File: src/rtl/wrap_counter_pkg.sv
// Shared constants for the wrap/saturate counter bank: direction and boundary
// mode encodings plus the default parameter set.
package wrap_counter_pkg;

    localparam logic UP   = 1'b0;
    localparam logic DOWN = 1'b1;

    localparam logic WRAP = 1'b0;
    localparam logic SAT  = 1'b1;

    localparam int DEF_WIDTH    = 11;
    localparam int DEF_CHANNELS = 4;
    localparam int DEF_LIMIT    = 500;
    localparam int DEF_WRAP_VAL = 1;

endpackage : wrap_counter_pkg

File: src/rtl/wrap_counter_chan.sv
// One counter channel: load/count with wrap or saturate at [WRAP_VAL, LIMIT],
// a registered wrap pulse, and a sticky out-of-range-load error flag.
module wrap_counter_chan
    import wrap_counter_pkg::*;
#(
    parameter int WIDTH    = DEF_WIDTH,
    parameter int LIMIT    = DEF_LIMIT,
    parameter int WRAP_VAL = DEF_WRAP_VAL
) (
    input  logic             clk,
    input  logic             rst,
    input  logic             en,
    input  logic             dir,
    input  logic             ld,
    input  logic [WIDTH-1:0] ld_val,
    input  logic             sat_mode,
    input  logic             err_clr,
    output logic [WIDTH-1:0] cnt,
    output logic             wrap,
    output logic             err
);

    if (LIMIT < 0 || longint'(LIMIT) >= (longint'(1) << WIDTH)) begin : g_bad_limit
        $error("wrap_counter_chan: LIMIT must fit in WIDTH bits");
    end
    if (WRAP_VAL < 0 || WRAP_VAL > LIMIT) begin : g_bad_wrap_val
        $error("wrap_counter_chan: WRAP_VAL must lie in [0, LIMIT]");
    end

    localparam logic [WIDTH-1:0] LIM_W = WIDTH'(LIMIT);
    localparam logic [WIDTH-1:0] WV_W  = WIDTH'(WRAP_VAL);

    logic [WIDTH-1:0] r_cnt;
    logic             r_wrap;
    logic             r_err;

    logic [WIDTH-1:0] w_next_cnt;
    logic             w_next_wrap;
    logic             w_next_err;
    logic             w_load_oor;

    always_comb begin
        w_next_cnt  = r_cnt;
        w_next_wrap = 1'b0;
        w_load_oor  = ld && (ld_val > LIM_W);

        if (ld) begin
            w_next_cnt = w_load_oor ? LIM_W : ld_val;
        end else if (en) begin
            if (dir == UP) begin
                // r_cnt < LIM_W keeps the increment from ever overflowing WIDTH bits
                if (r_cnt < LIM_W) begin
                    w_next_cnt = r_cnt + WIDTH'(1);
                end else if (sat_mode == WRAP) begin
                    w_next_cnt  = WV_W;
                    w_next_wrap = 1'b1;
                end else begin
                    w_next_cnt = LIM_W;
                end
            end else begin
                if (r_cnt > WV_W) begin
                    w_next_cnt = r_cnt - WIDTH'(1);
                end else if (sat_mode == WRAP) begin
                    w_next_cnt  = LIM_W;
                    w_next_wrap = 1'b1;
                end
            end
        end

        // A coincident out-of-range load wins over the clear.
        if (w_load_oor) begin
            w_next_err = 1'b1;
        end else if (err_clr) begin
            w_next_err = 1'b0;
        end else begin
            w_next_err = r_err;
        end
    end

    always_ff @(posedge clk) begin
        if (rst) begin
            r_cnt  <= '0;
            r_wrap <= 1'b0;
            r_err  <= 1'b0;
        end else begin
            r_cnt  <= w_next_cnt;
            r_wrap <= w_next_wrap;
            r_err  <= w_next_err;
        end
    end

    assign cnt  = r_cnt;
    assign wrap = r_wrap;
    assign err  = r_err;

endmodule : wrap_counter_chan

File: src/rtl/wrap_counter_bank.sv
// Bank of independent wrap/saturate counters; this level only slices the
// packed buses per channel and fans out the shared mode and error clear.
module wrap_counter_bank
    import wrap_counter_pkg::*;
#(
    parameter int WIDTH    = DEF_WIDTH,
    parameter int CHANNELS = DEF_CHANNELS,
    parameter int LIMIT    = DEF_LIMIT,
    parameter int WRAP_VAL = DEF_WRAP_VAL
) (
    input  logic                      clk,
    input  logic                      rst,
    input  logic [CHANNELS-1:0]       en,
    input  logic [CHANNELS-1:0]       dir,
    input  logic [CHANNELS-1:0]       ld,
    input  logic [CHANNELS*WIDTH-1:0] ld_val,
    input  logic                      sat_mode,
    input  logic                      err_clr,
    output logic [CHANNELS*WIDTH-1:0] cnt,
    output logic [CHANNELS-1:0]       wrap,
    output logic [CHANNELS-1:0]       err
);

    if (CHANNELS < 1) begin : g_bad_channels
        $error("wrap_counter_bank: CHANNELS must be at least 1");
    end

    for (genvar i = 0; i < CHANNELS; i++) begin : g_chan
        wrap_counter_chan #(
            .WIDTH    (WIDTH),
            .LIMIT    (LIMIT),
            .WRAP_VAL (WRAP_VAL)
        ) u_chan (
            .clk      (clk),
            .rst      (rst),
            .en       (en[i]),
            .dir      (dir[i]),
            .ld       (ld[i]),
            .ld_val   (ld_val[i*WIDTH +: WIDTH]),
            .sat_mode (sat_mode),
            .err_clr  (err_clr),
            .cnt      (cnt[i*WIDTH +: WIDTH]),
            .wrap     (wrap[i]),
            .err      (err[i])
        );
    end

endmodule : wrap_counter_bank

File: config.mk
export PLATFORM = sky130hd
export DESIGN_NAME = wrap_counter_bank
export DESIGN_NICKNAME = d
export VERILOG_FILES = /design/src/rtl/wrap_counter_pkg.sv /design/src/rtl/wrap_counter_chan.sv /design/src/rtl/wrap_counter_bank.sv
export SDC_FILE = /design/constraint.sdc
export NUM_CORES = 1
export LEC_CHECK = 0
export ABC_AREA = 1
export BUFFER_PORTS_ARGS = -buffer_cell sky130_fd_sc_hd__buf_2
export CAP_MARGIN = 40
export CELL_PAD_IN_SITES_DETAIL_PLACEMENT = 1
export CELL_PAD_IN_SITES_GLOBAL_PLACEMENT = 2
export CORE_MARGIN = 10
export CORE_UTILIZATION = 30
export DETAILED_ROUTE_END_ITERATION = 16
export PLACE_DENSITY_LB_ADDON = 0.1
export REMOVE_ABC_BUFFERS = 1
export SLEW_MARGIN = 15
export SYNTH_ARGS = -nofsm -noshare
export SYNTH_HDL_FRONTEND = slang
export SYNTH_SLANG_ARGS = --single-unit
File: constraint.sdc
create_clock -name clk -period 3.2 [get_ports clk]
set_input_delay 0.32 -clock clk [delete_from_list [all_inputs] [get_ports clk]]
set_output_delay 0.32 -clock clk [all_outputs]
set_load 0.05 [all_outputs]
# After elaboration in Yosys (flattened, before gate mapping)
# Index checks and enable logic that the tools add are counted.
# classes
div	0
bitwise	4
mux	44
add_sub_neg	8
n_lt_le_gt_ge	12
eq_ne	4
multipliers	0
shift	0
n_reduce_logical	20
# op_table
operator	count
$mux W11	25
$add A11 B1 Y11 const B	4
$gt A11 B1 Y1 const B	4
$gt A11 B9 Y1 const B	4
$lt A11 B9 Y1 const B	4
$sub A11 B1 Y11 const B	4
$mux W1	18
$ne A4 B3 Y1 const B	4
$reduce_bool A2 Y1	8
$reduce_or A3 Y1	4
$mux W9	1
$reduce_and A2 Y1	4
$logic_and A1 B1 Y1	4
$not A1 Y1	4
# word_totals
mem_bits_rw	0
mem_count	0
latchBits	0
in_bits	60
output_inout_bits	52
reg_bits	52
mem_bits_ro	0

# Depth between registers and ports, before layout
# logic_depth
word_depth	5
ltp_mapped	13
depth_no_buf	12

# Modules after synthesis
# From an unflattened synthesis, not the netlist that was laid out.
# unflattened
cells_unflattened	925
area_unflattened_um2	5216.3
# by_module_without_submodules
mod	area_per_inst_um2	cells_per_inst	instances	seq_area_each_um2
wrap_counter_chan (g_chan[0].u_chan ...)	1311.3	231	3	260.2
wrap_counter_chan (g_chan[1].u_chan)	1282.5	232	1	260.2

# Least setup slack after synthesis
# OpenSTA, ideal clock, no wires.
# synth_path
kind	reg-to-reg
start	register g_chan[0].u_chan.r_cnt[0]
end	register g_chan[0].u_chan.r_cnt[8]
arrival_ps	1831
required_time_ps	3130
path_stages_with_launch	9
synth_period_minus_slack_ps	1900
slack_ps	1300
cell_sequence	dfxtp_1 ha_1 nand3_1 nor2_1 a21oi_1 or2_2 nand3_1 nand2_1 a21oi_1
# synth_between
elab_chain_len	5
# synth_rtl
element	line_no	rtl
start: declaration	wrap_counter_chan.sv:33	logic [WIDTH-1:0] r_cnt;
start signal: assignment	wrap_counter_chan.sv:86	r_cnt <= w_next_cnt;
$add A11 B1 Y11 (tied with other cells)	wrap_counter_chan.sv:53	w_next_cnt = r_cnt + WIDTH'(1);
$mux W11 (on tied branches)	wrap_counter_chan.sv:52, wrap_counter_chan.sv:61	
$mux W11	wrap_counter_chan.sv:50	if (dir == UP) begin
$mux W11	wrap_counter_chan.sv:49	end else if (en) begin
$mux W11	wrap_counter_chan.sv:47	if (ld) begin
# Several ways; a longest one is shown, not always the timed one. The select of a mux whose other input is x is not followed.
# A chain may end at the register's enable or synchronous reset.

# Final worst setup path
# layout_path
start	register g_chan[3].u_chan.r_cnt[0]
end	register g_chan[3].u_chan.r_cnt[5]
# layout_between
elab_chain_len	5
# layout_rtl
element	line_no
start: declaration	wrap_counter_chan.sv:33
start signal: assignment	wrap_counter_chan.sv:86
$add A11 B1 Y11 (tied with other cells)	wrap_counter_chan.sv:53
$mux W11 (on tied branches)	wrap_counter_chan.sv:52, wrap_counter_chan.sv:61
$mux W11	wrap_counter_chan.sv:50
$mux W11	wrap_counter_chan.sv:49
$mux W11	wrap_counter_chan.sv:47
# Several ways; a longest one is shown, not always the timed one. The select of a mux whose other input is x is not followed.

==> impl_metrics.json <==
{
  "status": "completed",
  "switching_share_pct": 45.7,
  "leakagePower_nw": 2.93,
  "ys_ff_latch": 52,
  "drt_wl_total_um": 19000,
  "power.switching_mw": 1.08,
  "critPathKind": "reg2reg",
  "cpMaxStageDelayCell": "dfxtp_1",
  "synth_top_area_cell": "dfxtp_1",
  "r2r_end": "g_chan[3].u_chan.cnt[5]",
  "hold_path_class": "in2reg",
  "grt_pass1_wl_um": 31000,
  "postSynthAreaPerCell_um2": 5.65,
  "grt_pass1_vias": 6072,
  "clkPwrFrac_pct": 23.3,
  "area_growth_pct": 15.0,
  "fmax_ghz": 0.524,
  "cpPeakStageDelay_ns": 0.48,
  "required_ns": 3.39,
  "rsz0062_at_grt": "no",
  "antenna_cells": 0,
  "combPwrFrac_pct": 41.9,
  "synth_top_flop_cell": "dfxtp_1",
  "drc": 0,
  "ant_nets": 0,
  "r2r_slack_ns": 1.29,
  "grt_max_degree": 28,
  "drive_gt1_share_pct": 15.5,
  "core_area_mm2": 0.0160,
  "gr-total-overflow": 0,
  "viasPerCell": 4.87,
  "grt.total_usage_pct": 16.9,
  "hold_start": "en[1]",
  "setup_violations": 0,
  "fin_crit_sh_pct": 59.7,
  "reg2regPathDepth": 10,
  "clkLatencyLatePin_ns": 0.30,
  "antenna_found_initial": 1,
  "syn_area_mm2": 0.00494,
  "dp_hpwl_um": 15500,
  "fp.dieW_um": 148,
  "power_frac_seq_pct": 34.8,
  "cts_buffers": 5,
  "min_path_cells": 3,
  "wire_per_inst_um": 16.2,
  "final_max_slew_viol_count": 0,
  "hold_buffers": 0,
  "fin_crit_ns": 1.91,
  "crit_path_cell_trace": "ha_1, nand2_1, nor2_1, nand2_1, nand2_2, nand3_1, nand2_4, inv_2, o21ai_0, a21oi_1",
  "synthTopCellsByArea": "dfxtp_1 (21%), nand2_1 (20%), nor2_1 (9.9%)",
  "synth-async-reset-ratio_pct": 0,
  "clock_skew_ns": 0.00804,
  "tightest_slew_ns": 0.623,
  "portBuffers": 111,
  "clkSlewWorstSetupHoldPaths_ns": 0.08,
  "cts_setup_buffers": 0,
  "ctsResizeCount": 0,
  "die_y_um": 148,
  "rows": 46,
  "path_common_cell": "nand2_1",
  "cts_tree": "built",
  "ys_seq_area_share_pct": 21.1,
  "synthCells": 875,
  "synth_warnings": 0,
  "cts.sink_count": 52,
  "yosys.cell_types.count": 39,
  "place_area_mm2": 0.00555,
  "nets": 1032,
  "startpoint_type": "flop",
  "synth_top_area_share_pct": 21.1,
  "holdPathEnd": "g_chan[1].u_chan.wrap",
  "drtPass1Iterations": 5,
  "slew_headroom_pct": 58.3,
  "cp.arrival_ns": 2.10,
  "drtIter0Drc": 246,
  "dieArea_mm2": 0.0220,
  "ir_worst_vdd_mv": 0.204,
  "crit_path_end_kind": "flop",
  "rr_startpoint": "g_chan[3].u_chan.cnt[0]",
  "p_per_area_mw_per_mm2": 416,
  "start_util_pct": 30.9,
  "gp_congestion": 0.866,
  "setup_tns_ns": 0,
  "clock_path_buffers": 2,
  "vias": 5732,
  "ioPinCount": 112,
  "cap_violations": 0,
  "finalHoldViolCount": 0,
  "cp_max_fo": 10,
  "design_area_mm2": 0.00569,
  "cts-root-buf": "clkbuf_16",
  "synth_edf_count": 0,
  "cts_max_level": 2,
  "internal_power_mw": 1.29
}
-- flip-flops by register name (all words and copies together) (netlist names) --
signal / cells
g_chan.u_chan.cnt: 44
g_chan.u_chan.err: 4
g_chan.u_chan.wrap: 4
-- cell usage in the layout (no fill, tap or decap), types with 3 or more instances in the layout --
cell,Yosys,final
nand2_1,264,264
nor2_1,131,131
buf_2,8,111
inv_1,100,100
nand3_1,77,77
a21oi_1,52,52
dfxtp_1,52,52
o21ai_0,42,42
xor2_1,23,23
nor3_1,14,14
ha_1,12,12
nand4_1,11,11
o21ai_1,10,10
nand2_2,6,6
xnor2_1,6,6
or2_2,5,5
clkbuf_16,0,5
nor2_2,4,4
nor2_4,4,4
inv_2,3,3
o31ai_1,3,3
o22ai_1,3,3
-- logic make-up after synthesis --
group	synth area share, %
adder cells (fa/ha/maj)	3.04
flip-flops	21.1
XOR/XNOR	5.14
AND/OR/NAND/NOR	45.8
buffers and inverters	12.6
AO/OA/AOI/OAI	12.4
-- area by class of cell --
type | instances | area [um2]
Inverter | 105 | 397
Multi-Input combinational cell | 684 | 3280
Clock inverter | 1 | 5.00
Timing Repair Buffer | 112 | 563
Sequential cell | 52 | 1040
Fill cell | 2306 | 10300
Tap cell | 216 | 270
Clock buffer | 6 | 129
-- layer usage --
| metal | global-route usage [%] | part of all wire, % |
|---|---|---|
| met4 | 3.27 | 1.2 |
| met5 | 0 | 0 |
| met3 | 4.00 | 4.4 |
| met1 | 21.1 | 47 |
| met2 | 28.9 | 47 |
-- power by group through the flow --
stage	registers (mW)	logic [mW]	clock network (mW)
finish	0.824	0.991	0.552
global route	0.839	1.11	0.598
CTS	0.822	1.00	0.583
detailed placement	0.837	0.997	0
global placement	0.835	0.986	0
floorplan	0.996	0.521	0
-- worst max-delay path by stage --
stage / cells past startpoint / from / slack, ns / endpoint
6_report: 10 / g_chan[3].u_chan.cnt[0] / 1.29 / g_chan[3].u_chan.cnt[5]
5_1_grt: 10 / g_chan[3].u_chan.cnt[0] / 1.07 / g_chan[3].u_chan.cnt[5]
4_1_cts: 10 / g_chan[3].u_chan.cnt[0] / 1.26 / g_chan[3].u_chan.cnt[5]
3_5_place_dp: 10 / g_chan[3].u_chan.cnt[0] / 1.28 / g_chan[3].u_chan.cnt[5]
3_3_place_gp: 5 / rst / 1.32 / g_chan[3].u_chan.wrap
2_1_floorplan: 8 / g_chan[0].u_chan.cnt[0] / 1.29 / g_chan[0].u_chan.cnt[8]
-- metrics by stage --
step | worst slack (ns) | utilization (%) | hold WS [ns] | instances | total power [mW]
finish | 1.29 | 35.5 | 0.292 | 1176 | 2.37
global route | 1.07 | 35.5 | 0.303 | 1176 | 2.55
CTS | 1.26 | 35.5 | 0.278 | 1176 | 2.41
detailed placement | 1.28 | 34.7 | 0.463 | 1169 | 1.83
global placement | 1.32 | 34.7 | 0.454 | 1169 | 1.82
floorplan | 1.29 | - | 0.389 | 841 | 1.52
-- worst max-delay path: cells and delay by family, from the launching register on --
kind	cells	cell delay (ns)
DFF	1	0.48
buffers and inverters	1	0.11
and+or+nand+nor	6	0.75
adders and majority gates	1	0.20
AOI/OAI and AO/OA	2	0.25
-- cells in the mapped netlist, types with 2 or more instances --
cell,n
nand4_1,11
nor4_1,2
o21ai_0,42
nand4_2,2
nand3b_1,2
o31ai_1,3
clkbuf_1,9
nor2_4,4
xor2_1,23
or2_2,5
buf_4,9
nor3_1,14
nor2_1,131
dfxtp_1,52
a21oi_1,52
xnor2_1,6
nand2_1,264
inv_2,3
nor2_2,4
nand2_2,6
o22ai_1,3
inv_1,100
buf_2,8
o21ai_1,10
buf_6,7
nand2_4,2
nand3_1,77
ha_1,12
o211ai_1,2
Note: power is estimated with default switching activity, not from simulation.
